--- src/rtl/led_frame_scheduler.sv ---
// Double-buffered 16x16 LED frame controller: column-scan pacing, blanking,
// round-robin back-buffer writers and tear-free swap at the scan wrap.
module led_frame_scheduler #(
   parameter int unsigned DWELL = 1000,
   parameter int unsigned BLANK = 16
) (
   input  logic         clk,
   input  logic         rst,
   input  logic         a_valid,
   input  logic [3:0]   a_col,
   input  logic [15:0]  a_data,
   output logic         a_ready,
   input  logic         b_valid,
   input  logic [3:0]   b_col,
   input  logic [15:0]  b_data,
   output logic         b_ready,
   input  logic         clr,
   input  logic         swap_req,
   output logic         swap_ack,
   output logic         swap_pending,
   output logic [255:0] frame_out,
   output logic         scan_tick,
   output logic [3:0]   col_idx,
   output logic         blank,
   output logic [7:0]   frame_cnt
);

   localparam logic [15:0] DWELL_LAST = 16'(DWELL - 1);
   localparam logic [15:0] BLANK_LAST = 16'(BLANK - 1);

   typedef enum logic {GRANT_A, GRANT_B} grant_e;

   logic [15:0] cnt_q, cnt_d;
   logic        scan_tick_q;
   logic [3:0]  col_idx_q, col_idx_d;
   logic        blank_q, blank_d;
   logic [15:0] blank_rem_q, blank_rem_d;
   logic        swap_pending_q, swap_pending_d;
   logic        swap_ack_q;
   logic [7:0]  frame_cnt_q, frame_cnt_d;
   grant_e      last_grant_q, last_grant_d;

   logic        tick_now;
   logic        swap_fire;
   logic        wr_en;
   logic [3:0]  wr_col;
   logic [15:0] wr_data;

   assign tick_now  = (cnt_q == DWELL_LAST);
   // Swap only on the tick that rolls the display from column 15 back to 0.
   assign swap_fire = tick_now && (col_idx_q == 4'd15) && (swap_pending_q || swap_req);

   always_comb begin
      a_ready = 1'b0;
      b_ready = 1'b0;
      if (!clr && !swap_pending_q) begin
         if (a_valid && b_valid) begin
            a_ready = (last_grant_q == GRANT_B);
            b_ready = (last_grant_q == GRANT_A);
         end else begin
            a_ready = a_valid;
            b_ready = b_valid;
         end
      end
   end

   assign wr_en   = a_ready || b_ready;
   assign wr_col  = a_ready ? a_col  : b_col;
   assign wr_data = a_ready ? a_data : b_data;

   always_comb begin
      cnt_d          = tick_now ? 16'd0 : cnt_q + 16'd1;
      col_idx_d      = tick_now ? col_idx_q + 4'd1 : col_idx_q;
      blank_d        = 1'b0;
      blank_rem_d    = blank_rem_q;
      if (tick_now) begin
         blank_d     = 1'b1;
         blank_rem_d = BLANK_LAST;
      end else if (blank_rem_q != 16'd0) begin
         blank_d     = 1'b1;
         blank_rem_d = blank_rem_q - 16'd1;
      end
      swap_pending_d = swap_fire ? 1'b0 : (swap_pending_q || swap_req);
      frame_cnt_d    = frame_cnt_q + 8'(swap_fire);
      last_grant_d   = last_grant_q;
      if (a_ready)      last_grant_d = GRANT_A;
      else if (b_ready) last_grant_d = GRANT_B;
   end

   always_ff @(posedge clk or negedge rst) begin
      if (!rst) begin
         cnt_q          <= 16'd0;
         scan_tick_q    <= 1'b0;
         col_idx_q      <= 4'd0;
         blank_q        <= 1'b1;
         blank_rem_q    <= BLANK_LAST;
         swap_pending_q <= 1'b0;
         swap_ack_q     <= 1'b0;
         frame_cnt_q    <= 8'd0;
         last_grant_q   <= GRANT_B;
      end else begin
         cnt_q          <= cnt_d;
         scan_tick_q    <= tick_now;
         col_idx_q      <= col_idx_d;
         blank_q        <= blank_d;
         blank_rem_q    <= blank_rem_d;
         swap_pending_q <= swap_pending_d;
         swap_ack_q     <= swap_fire;
         frame_cnt_q    <= frame_cnt_d;
         last_grant_q   <= last_grant_d;
      end
   end

   // One back/front column pair per generate instance; clear beats any write.
   for (genvar gi = 0; gi < 16; gi++) begin : g_col
      logic [15:0] back_q;
      logic [15:0] front_q;

      always_ff @(posedge clk or negedge rst) begin
         if (!rst) begin
            back_q  <= 16'd0;
            front_q <= 16'd0;
         end else begin
            if (swap_fire) front_q <= back_q;
            if (clr)
               back_q <= 16'd0;
            else if (wr_en && (wr_col == 4'(gi)))
               back_q <= wr_data;
         end
      end

      assign frame_out[gi*16 +: 16] = front_q;
   end

   assign scan_tick    = scan_tick_q;
   assign col_idx      = col_idx_q;
   assign blank        = blank_q;
   assign swap_ack     = swap_ack_q;
   assign swap_pending = swap_pending_q;
   assign frame_cnt    = frame_cnt_q;

endmodule

--- config.mk ---
export PLATFORM = sky130hd
export DESIGN_NAME = led_frame_scheduler
export DESIGN_NICKNAME = d
export VERILOG_FILES = /design/src/rtl/led_frame_scheduler.sv
export SDC_FILE = /design/constraint.sdc
export NUM_CORES = 1
export LEC_CHECK = 0
export ABC_AREA = 0
export BUFFER_PORTS_ARGS = -buffer_cell sky130_fd_sc_hd__clkbuf_2
export CORE_UTILIZATION = 58
export DETAILED_ROUTE_END_ITERATION = 8
export GPL_ROUTABILITY_DRIVEN = 0
export PLACE_DENSITY = 0.8
export RECOVER_POWER = 25
export SYNTH_ARGS = -nofsm -noshare
export SYNTH_HDL_FRONTEND = slang
export SYNTH_SLANG_ARGS = --single-unit
--- constraint.sdc ---
create_clock -name clk -period 2.8 [get_ports clk]
set_input_delay 0.42 -clock clk [delete_from_list [all_inputs] [get_ports clk]]
set_output_delay 0.42 -clock clk [all_outputs]
set_load 0.05 [all_outputs]
**Word-level counts from Yosys, hierarchy flattened**

Index checks and enable logic that the tools add are counted.

- Flip-flop bits (word level): 561
- Output and inout bits: 274
- Word-level logic and storage cells: 153

- Add/subtract/negate cells: 4
- Equal/unequal tests: 17
- Muxes and demuxes: 46
- Bitwise logic cells: 1
- Reduce and logical (&&, ||, !) cells: 44

Operators by type and width:

| operator | count |
|---|---|
| 2-to-1 mux 16 bit | 36 |
| equality test 4 bit (second input constant) | 9 |
| nonzero test 2 bit | 18 |
| logical AND 1 bit | 20 |
| adder 16 x 1 -> 16 bit (second input constant) | 1 |
| equality test 16 x 10 -> 1 bit (second input constant) | 1 |
| equality test 4 x 3 -> 1 bit (second input constant) | 4 |
| nonzero test 16 bit | 1 |
| subtractor 16 x 1 -> 16 bit (second input constant) | 1 |
| 2-to-1 mux 1 bit | 9 |
| adder 8 x 1 -> 8 bit | 1 |
| equality test 4 x 2 -> 1 bit (second input constant) | 2 |
| adder 4 x 1 -> 4 bit (second input constant) | 1 |
| equality test 4 x 1 -> 1 bit (second input constant) | 1 |
| logical NOT 4 bit | 1 |
| 2-to-1 mux 4 bit | 1 |
| logical NOT 1 bit | 2 |
| logical OR 1 bit | 2 |
| inverter 1 bit | 1 |

**Depth between registers and ports, before layout**

Gate-level depths: netlist of the first run.

- Depth after elaboration: 8
- Mapped depth: 10

**Worst setup path before layout of the first run**

OpenSTA, ideal clock, no wires.

- Kind: reg-to-output
- From: register swap_pending_q, in the netlist swap_pending
- To: output port b_ready
- Arrival time: 2.288 ns
- Data required time: 2.380 ns
- Setup slack: 0.092 ns
- Cell stages (with the launch flop): 6
- Buffers on the path: 2
- Cell sequence: dfrtp_1 > nor2_2 > clkbuf_1 > buf_1 > nand2_1 > a21oi_1

- Cells in the longest elaborated chain, start to end: 3

Ends and longest elaborated chain:

| what | RTL line | source |
|---|---|---|
| from (decl) | 38 | `logic swap_pending_q, swap_pending_d;` |
| from (signal assigned) | 107 | `swap_pending_q <= swap_pending_d;` |
| logical NOT 1 bit | 56 | `if (!clr && !swap_pending_q) begin` |
| logical AND 1 bit | 56 |  |
| 2-to-1 mux 1 bit | 56 |  |
| to (decl) | 16 | `output logic b_ready,` |

Every way passes these cells.

**Worst setup path after layout of the first run**

- From: register cnt_q[0]
- To: register g_col[0].front_q[8]

- Cells in the longest elaborated chain, start to end: 3

Ends and longest elaborated chain:

| what | RTL line | source |
|---|---|---|
| from (decl) | 33 | `logic [15:0] cnt_q, cnt_d;` |
| from (signal assigned) | 102 | `cnt_q <= cnt_d;` |
| equality test 16 x 10 -> 1 bit | 49 | `assign tick_now = (cnt_q == DWELL_LAST);` |
| logical AND 1 bit (2 in a row) | 51 | `assign swap_fire = tick_now && (col_idx_q == 4'd15) && (swap_pending_q \|\| swap_req);` |
| to (signal assigned) | 124 | `if (swap_fire) front_q <= back_q;` |
| to (decl) | 117 | `logic [15:0] front_q;` |

Every way passes these cells.
A chain may end at the register's enable or synchronous reset.

==> results of run 1 <==
power breakdown:
part           total [mW]  switching, mW  internal (mW)
Clock                7.72           3.13           4.59
Sequential           8.11        0.00247           8.11
Combinational       0.562          0.410          0.152
critical path, cell delays in order (launching register included):
cell     delay (ps)
dfrtp_1         440
ha_1            270
and4b_1         230
and3_1          180
nand4_1         140
buf_12          260
buf_12          340
mux2_2          380
sequential cells by signal, indices dropped and copies added (netlist names), 4 cells and up:
name,count
blank_rem_q,16
frame_cnt,8
cnt_q,16
g_col.front_q,256
g_col.back_q,256
col_idx,4
layout make-up:
cell class	count	share of cell area, %
repair buffers	385	7.90
clock buffers	79	5.80
flip-flops and latches	561	50.1
inverters	5	0.0936
well taps	525	2.34
multi-input cells	1017	32.8
diodes	2	0.0178
clock inverters	22	1.02
layout by cell type (no fill, tap or decap), drive strengths merged, types with 6 or more instances in the layout:
| cell | n |
|---|---|
| a21oi | 11 |
| and4 | 7 |
| buf | 58 |
| bufinv | 6 |
| clkbuf | 405 |
| clkinv | 11 |
| dfrtp | 555 |
| dfstp | 6 |
| ha | 6 |
| inv | 9 |
| mux2 | 256 |
| mux2i | 273 |
| nand2 | 22 |
| nand2b | 262 |
| nand3 | 10 |
| nand4 | 25 |
| nor2 | 16 |
| nor2b | 16 |
| nor4bb | 6 |
| o21ai | 7 |
| o31ai | 6 |
| o41ai | 10 |
| or4 | 11 |
| xnor2 | 18 |
final timing paths:
kind                                     start              endpoint  slack, ps  cells after the start
max in group asynchronous                  rst  g_col[11].back_q[11]        460                      3
hold / removal                         a_valid          last_grant_q        120                      2
min in group asynchronous                  rst   g_col[9].front_q[7]        410                      2
hold reg to reg            g_col[3].back_q[14]  g_col[3].front_q[14]        490                      1
setup / recovery                      cnt_q[0]   g_col[0].front_q[8]        370                      7
setup reg to reg                      cnt_q[0]   g_col[0].front_q[8]        370                      7
metrics by stage:
| step | power (mW) | hold WS [ps] | worst slack, ps | area (um^2) | cells |
|---|---|---|---|---|---|
| final | 16.4 | 122 | 370 | 28100 | 2596 |
| after global routing | 16.9 | 105 | 127 | 28100 | 2596 |
| after CTS | 16.5 | 95.3 | 389 | 28100 | 2594 |
| after detailed placement | 8.84 | 472 | 264 | 26200 | 2492 |
| after global placement | 8.83 | 461 | 274 | 26200 | 2492 |
| after floorplan | 8.46 | 124 | 92.4 | 23700 | 1702 |
cell families after synthesis:
| group | after synthesis | share of synthesized area [%] |
|---|---|---|
| xor+xnor | 23 | 0.851 |
| flops | 561 | 59.4 |
| compound gates | 47 | 2.29 |
| mux | 529 | 23.7 |
| fa+ha+maj | 6 | 0.317 |
| buf+inv | 124 | 2.56 |
| simple gates | 412 | 10.9 |
layer usage:
| layer | vias to the layer above | share of wire (%) | routed length (um) | global-route usage [%] |
|---|---|---|---|---|
| met1 | 7800 | 44 | 25900 | 40.7 |
| met3 | 99 | 5.3 | 3100 | 4.34 |
| li1 | 6565 | - | - | - |
| met5 | - | 0 | 0 | 0 |
| met2 | 444 | 47 | 27900 | 45.6 |
| met4 | 0 | 3.4 | 2000 | 11.3 |
==> results.py, run 1 <==
metrics = {
    "global_routing": {
        "grt_pass1_wl_mm": 91.0,
        "grt_overflow_total": 0,
        "antenna_found_initial": 2,
        "grt_use_total_pct": 28.9,
        "grt_max_degree": 273,
        "grt_pass1_vias": 15373,
    },
    "timing": {
        "tightest_slew_ps": 1460,
        "finalMaxSlewViolations": 0,
        "relSlewSlack_pct": 2.85,
        "fmax_ghz": 0.411,
        "finalCriticalPeriod_ps": 2430,
        "setup_viol": 0,
        "hold_viol": 0,
        "fin_skew_ps": 23.9,
        "fin_setup_tns_ps": 0,
        "period_share_pct": 86.8,
        "rsz0062_at_grt": "false",
    },
    "logic_synthesis": {
        "async_flop_share_pct": 100,
        "yosysSeqAreaShare_pct": 59.4,
        "synth_fp_nets": 1754,
        "synth_edf_count": 0,
        "synth-main-ff-cell": "dfrtp_1",
        "synth_top_area_share_pct": 58.7,
        "yosysTopAreaCell": "dfrtp_1",
        "yosys-top-cells-count": "dfrtp_1 (555), mux2i_1 (273), nand2b_1 (262)",
        "syn_inst": 1702,
        "yosys-top-cells-area": "dfrtp_1 (59%), mux2i_1 (12%), mux2_2 (9.3%)",
        "synthMostInstantiatedCell": "dfrtp_1",
        "ys_seq_elements": 561,
        "ys_warn_count": 0,
        "netlist_area_mm2": 0.0237,
        "synth_cell_types": 55,
        "avgSynthCellArea_um2": 13.9,
    },
    "routing": {
        "wl_per_cell_um": 22.7,
        "drtIter0Drc": 881,
        "viasPerCell": 5.74,
        "drc": 0,
        "dr_total_vias": 14908,
        "antenna_left": 0,
        "firstDrtPassIters": 5,
        "wl_mm": 58.9,
    },
    "power": {
        "leakage_nw": 14.5,
        "peakVddDrop_uv": 485,
        "power_density_mw_per_mm2": 584,
    },
    "setup_path": {
        "cp.arrival_ps": 2900,
        "path_max_fanout": 54,
        "worstSetupPathType": "reg -> reg",
        "cp-start-kind": "register",
        "worstSetupEndpointType": "register",
        "crit_required_ps": 3270,
    },
    "min_path": {
        "hold_path.class": "in -> reg",
    },
    "placement": {
        "place_hpwl_mm": 37.7,
        "portBuffers": 319,
    },
    "floorplanning": {
        "dieWidth_um": 204,
        "core_mm2": 0.0400,
        "initial_core_util_pct": 59.1,
        "row_count": 73,
        "die-area_mm2": 0.0416,
        "top_level_ports": 320,
        "die_h_um": 204,
    },
    "final_layout": {
        "fin_nets": 2077,
        "n_fill_cell": 2748,
        "layout-drive-gt1-share_pct": 34.1,
        "area_growth_pct": 18.6,
        "multiInputGateArea_mm2": 0.00920,
        "regArea_mm2": 0.0140,
        "fin_util_pct": 70.1,
    },
    "clock_network": {
        "clk_path_buf_depth": 3,
        "path_clk_slew_ps": 60,
        "cts_tree": "yes",
        "post-cts-setup-buffers": 0,
        "clock_latency_ps": 600,
        "cts_sinks": 561,
        "cts-resized-gates": 0,
        "htree_levels": 2,
        "clockRootBuffer": "clkbuf_16",
        "postCtsHoldBufs": 1,
        "cts_buffers": 55,
    },
    "status": {
        "status": "completed",
    },
    "flow_run": {
        "maxCapViolCount": 0,
    },
}
Note: power is estimated with default switching activity, not from simulation.
==> run 2: changes to the inputs <==
--- a/config.mk
+++ b/config.mk
@@ -8,4 +8,5 @@
 export ABC_AREA = 0
 export BUFFER_PORTS_ARGS = -buffer_cell sky130_fd_sc_hd__clkbuf_2
+export CORE_ASPECT_RATIO = 0.9
 export CORE_UTILIZATION = 58
 export DETAILED_ROUTE_END_ITERATION = 8
==> constraint.sdc (replaced) <==
create_clock -name clk -period 2.8 [get_ports clk]
set_input_delay 0.42 -clock clk [delete_from_list [all_inputs] [get_ports clk]]
set_output_delay 0.42 -clock clk [all_outputs]
set_load 0.005 [all_outputs]
==> run 2 against run 1 <==
- the run now ends with max-capacitance violations, max-slew violations left
- register-to-register slack got worse by 140 ps
- first-iteration DRC count rose by 5.9%
- via count is 0.49% lower
- power decreased by 0.71%
- clock skew fell by 10 ps
- critical endpoint is now frame_cnt[6]
- largest power group unchanged
- highest routed layer unchanged
==> results.py, run 2 (synthesis gave the netlist of run 1 again) <==
metrics = {
    "status": {
        "status": "finished, violations left",
        "violations": "max-capacitance violations, max-slew violations",
    },
    "final_layout": {
        "mostFrequentLayoutCell": "dfrtp_1",
        "area_growth_pct": 18.5,
        "n_fill_cell": 2790,
        "fin_nets": 2073,
        "layout-drive-gt1-share_pct": 34.0,
        "final_cell_area_mm2": 0.0280,
        "final_cell_mix": "dfrtp_1 (555), clkbuf_2 (322), nand2b_1 (262)",
        "reg_top3": "g_col.back_q (256), g_col.front_q (256)",
        "fin_util_pct": 70.3,
    },
    "timing": {
        "fmax_ghz": 0.389,
        "relSlewSlack_pct": -39.6,
        "tightest_slew_ps": 2090,
        "setup_viol": 0,
        "period_share_pct": 91.7,
        "rsz0062_at_grt": "false",
        "fin_setup_tns_ps": 0,
        "finalCriticalPeriod_ps": 2570,
        "fin_skew_ps": 13.7,
        "hold_viol": 0,
        "finalMaxSlewViolations": 66,
    },
    "clock_network": {
        "htree_levels": 2,
        "cts_tree": "yes",
        "cts_sinks": 561,
        "path_clk_slew_ps": 60,
        "clock_latency_ps": 590,
        "clockRootBuffer": "clkbuf_16",
        "cts_buffers": 55,
        "clk_path_buf_depth": 3,
    },
    "floorplanning": {
        "top_level_ports": 320,
        "die_h_um": 194,
        "dieWidth_um": 215,
        "initial_core_util_pct": 59.3,
        "row_count": 69,
        "core_mm2": 0.0399,
        "die-area_mm2": 0.0416,
    },
    "routing": {
        "drtIter0Drc": 933,
        "dr_total_vias": 14835,
        "wl_per_cell_um": 22.6,
        "viasPerCell": 5.71,
        "firstDrtPassIters": 5,
        "antenna_left": 0,
        "drc": 0,
        "wl_mm": 58.8,
    },
    "power": {
        "power_density_mw_per_mm2": 581,
        "p_seq_share_pct": 49.8,
        "total_power_mw": 16.3,
        "power_frac_comb_pct": 3.5,
        "p_int_mw": 12.8,
        "peakVddDrop_uv": 543,
        "leakage_nw": 14.5,
        "p_sw_mw": 3.50,
        "p_sw_share_pct": 21.5,
        "p_clk_share_pct": 46.7,
    },
    "setup_path": {
        "path_cells": "nor4_1, nand3_1, nor3_1, ha_1, ha_1, nand3_1, nor2_1, xor2_1",
        "cp_slowest_stage_delay_ps": 500,
        "slowest_stage": "nor4_1",
        "cp-start-kind": "register",
        "cp.arrival_ps": 3070,
        "worstSetupPathType": "reg -> reg",
        "worstSetupEndpointType": "register",
        "path_max_fanout": 4,
        "crit_required_ps": 3300,
    },
    "placement": {
        "place_hpwl_mm": 37.2,
        "portBuffers": 319,
        "post_dp_cell_area_mm2": 0.0262,
    },
    "global_routing": {
        "grt_pass1_wl_mm": 92.2,
        "antenna_found_initial": 3,
        "grt_pass1_vias": 15537,
        "grt_max_degree": 161,
        "grt_overflow_total": 0,
        "grt_use_total_pct": 28.9,
    },
    "min_path": {
        "hold_path.class": "in -> reg",
    },
    "flow_run": {
        "maxCapViolCount": 1,
    },
}
[run 2: worst max-delay path: cells and delay by family (launching register included)]
kind,cells,cell delay [ps]
flops,1,410
fa+ha+maj,2,450
simple gates,5,1400
xor+xnor,1,210
[run 2: final cells by class]
| cell class | instances | area (um^2) | area share, % |
|---|---|---|---|
| multi-input cells | 1017 | 9200 | 32.8 |
| repair buffers | 381 | 2230 | 7.94 |
| diodes | 3 | 7.51 | 0.0268 |
| clock buffers | 84 | 1650 | 5.88 |
| inverters | 5 | 26.3 | 0.0937 |
| clock inverters | 16 | 216 | 0.772 |
| well taps | 532 | 666 | 2.37 |
| flip-flops and latches | 561 | 14000 | 50.1 |
[run 2: metal layers]
layer	part of all wire [%]	global-route usage, %	up-vias
met5	0	0	-
met4	2.5	8.99	0
met3	5.0	3.95	87
met2	48	46.3	431
met1	45	41.3	7764
li1	-	-	6553
[run 2: final timing paths]
| check | cells after the start | slack [ps] | startpoint | to |
|---|---|---|---|---|
| worst max-delay path | 8 | 230 | cnt_q[14] | frame_cnt[6] |
| worst min-delay path | 3 | 190 | b_valid | last_grant_q |
| worst max register to register | 8 | 230 | cnt_q[14] | frame_cnt[6] |
| worst min register to register | 1 | 480 | cnt_q[15] | cnt_q[15] |
| max in group asynchronous | 3 | 390 | rst | g_col[4].front_q[3] |
| min in group asynchronous | 2 | 1000 | rst | g_col[9].back_q[0] |
[run 2: power by group through the flow]
stage | registers (mW) | clock network, mW | logic (mW)
2_1_floorplan | 8.26 | 0 | 0.193
3_3_place_gp | 8.26 | 0 | 0.571
3_5_place_dp | 8.26 | 0 | 0.580
4_1_cts | 8.11 | 7.72 | 0.582
5_1_grt | 8.11 | 8.04 | 0.620
6_report | 8.11 | 7.59 | 0.570
[run 2: timing repair]
action / CTS / global route
gates resized for setup: 0 / 0
hold buffers: 1 / 0
setup buffers: 0 / 0
hold endpoints to repair: 53 / 0
[run 2: through the flow]
stage	setup WS (ps)	cells	hold WS (ps)
after floorplan	553	1702	124
after CTS	207	2596	144
after global placement	317	2495	443
final	232	2599	188
after detailed placement	286	2495	446
after global routing	38.0	2599	172
==> run 3: changes to the inputs <==
Settings changed: CORE_MARGIN set to 3.
==> run 3 against run 2 <==
- the run still ends with max-capacitance violations, max-slew violations left
- largest cell class unchanged
- die area up 4.0%
- fmax down 3.4%
- critical path depth down 1
- highest routed layer is now met5
- setup slack worse by 92 ps
- largest power group unchanged
==> results.py, run 3 (synthesis gave the netlist of run 1 again) <==
metrics = {
    "floorplanning": {
        "row_count": 69,
        "die_h_um": 198,
        "die-area_mm2": 0.0433,
        "core_mm2": 0.0399,
        "initial_core_util_pct": 59.3,
        "top_level_ports": 320,
        "dieWidth_um": 219,
    },
    "final_layout": {
        "area_growth_pct": 18.1,
        "layout-drive-gt1-share_pct": 34.2,
        "fin_nets": 2073,
        "reg_top3": "g_col.back_q (256), g_col.front_q (256)",
        "final_cell_mix": "dfrtp_1 (555), clkbuf_2 (321), nand2b_1 (262)",
        "n_fill_cell": 2711,
        "mostFrequentLayoutCell": "dfrtp_1",
        "final_cells": 2597,
    },
    "clock_network": {
        "htree_levels": 2,
        "cts-resized-gates": 0,
        "cts_tree": "yes",
        "clk_path_buf_depth": 3,
        "clock_latency_ps": 600,
        "cts_buffers": 55,
        "cts_sinks": 561,
        "path_clk_slew_ps": 60,
        "clockRootBuffer": "clkbuf_16",
    },
    "setup_path": {
        "worstSetupEndpointType": "register",
        "path_cells": "ha_1, and4b_1, and3_1, nand4_1, buf_12, buf_4, mux2_2",
        "worstSetupPathType": "reg -> reg",
        "cp-start-kind": "register",
        "cp_slowest_stage_delay_ps": 590,
        "crit_required_ps": 3280,
        "ff2ff_path_depth": 7,
        "path_max_fanout": 51,
        "slowest_stage": "buf_4",
        "cp.arrival_ps": 3140,
    },
    "power": {
        "power_density_mw_per_mm2": 581,
        "peakVddDrop_uv": 439,
        "leakage_nw": 14.5,
    },
    "global_routing": {
        "grt_pass1_wl_mm": 92.7,
        "grt_max_degree": 272,
        "grt_pass1_vias": 15676,
        "grt_overflow_total": 0,
        "grt_use_total_pct": 27.9,
        "antenna_found_initial": 4,
    },
    "status": {
        "violations": "max-capacitance violations, max-slew violations",
        "status": "finished, violations left",
    },
    "timing": {
        "fin_setup_tns_ps": 0,
        "fin_skew_ps": 15.4,
        "finalCriticalPeriod_ps": 2660,
        "hold_viol": 0,
        "setup_viol": 0,
        "tightest_slew_ps": 2070,
        "finalMaxSlewViolations": 76,
        "fmax_ghz": 0.376,
        "rsz0062_at_grt": "false",
        "period_share_pct": 95.0,
        "relSlewSlack_pct": -38.2,
    },
    "routing": {
        "drc": 0,
        "wl_per_cell_um": 23.0,
        "drtIter0Drc": 1217,
        "viasPerCell": 5.73,
        "dr_total_vias": 14888,
        "wl_mm": 59.7,
        "antenna_left": 0,
        "firstDrtPassIters": 5,
    },
    "min_path": {
        "hold_path_depth": 3,
        "hold_path.class": "in -> reg",
    },
    "placement": {
        "portBuffers": 319,
        "placedCellCount": 2495,
        "place_hpwl_mm": 38.2,
    },
    "flow_run": {
        "maxCapViolCount": 1,
    },
}
## run 3: critical path: cells and delay by family, from the launching register on
| family | cells | cell delay (ps) |
|---|---|---|
| flip-flops | 1 | 420 |
| adder cells (fa/ha/maj) | 1 | 250 |
| multiplexers | 1 | 410 |
| AND/OR/NAND/NOR | 3 | 570 |
| buffers and inverters | 2 | 830 |
## run 3: what timing repair did
item / in CTS / in global routing
hold buffers: 1 / 0
setup endpoints to repair: 0 / 0
endpoints found under the hold margin: 63 / 0
buffers inserted: 0 / 0
## run 3: cell type report
type | count | area [um^2] | area share (%)
diodes | 2 | 5.00 | 0.0179
clock buffers | 76 | 1600 | 5.72
clock inverters | 23 | 253 | 0.904
inverters | 5 | 26.3 | 0.0940
multi-input cells | 1017 | 9200 | 32.9
flip-flops and latches | 561 | 14000 | 50.3
well taps | 532 | 666 | 2.38
repair buffers | 381 | 2160 | 7.72
## run 3: path summary, 6_finish.rpt
check | start | to | slack, ps
worst min register to register | frame_cnt[7] | frame_cnt[7] | 470
worst min-delay path | b_valid | last_grant_q | 150
worst max-delay path | cnt_q[0] | g_col[10].front_q[7] | 140
max in group asynchronous | rst | g_col[13].front_q[12] | 370
worst max register to register | cnt_q[0] | g_col[10].front_q[7] | 140
min in group asynchronous | rst | g_col[10].front_q[7] | 980
## run 3: metal layers
layer	up-vias	GRT usage, %	routed length, um
met5	-	0	27
met4	4	7.56	1450
met3	98	5.34	3040
met2	396	45.7	29200
met1	7855	38.6	26000
li1	6535	-	-
## run 3: per-stage QoR
| step | power [mW] | instance area [um^2] | setup WS [ps] | utilization, % | hold slack (ps) |
|---|---|---|---|---|---|
| 2_1_floorplan | 8.46 | 23700 | 553 | - | 124 |
| 3_3_place_gp | 8.82 | 26100 | 257 | 65.5 | 459 |
| 3_5_place_dp | 8.83 | 26100 | 194 | 65.5 | 467 |
| 4_1_cts | 16.4 | 28000 | 138 | 70.1 | 111 |
| 5_1_grt | 16.7 | 28000 | 15.8 | 70.1 | 140 |
| 6_report | 16.2 | 28000 | 140 | 70.1 | 150 |
## run 3: power breakdown
part	total [mW]	leakage [nW]	internal, mW	switching (mW)
logic	0.563	5.75	0.162	0.402
clock network	7.55	0.919	4.44	3.11
registers	8.11	7.80	8.11	0.00197
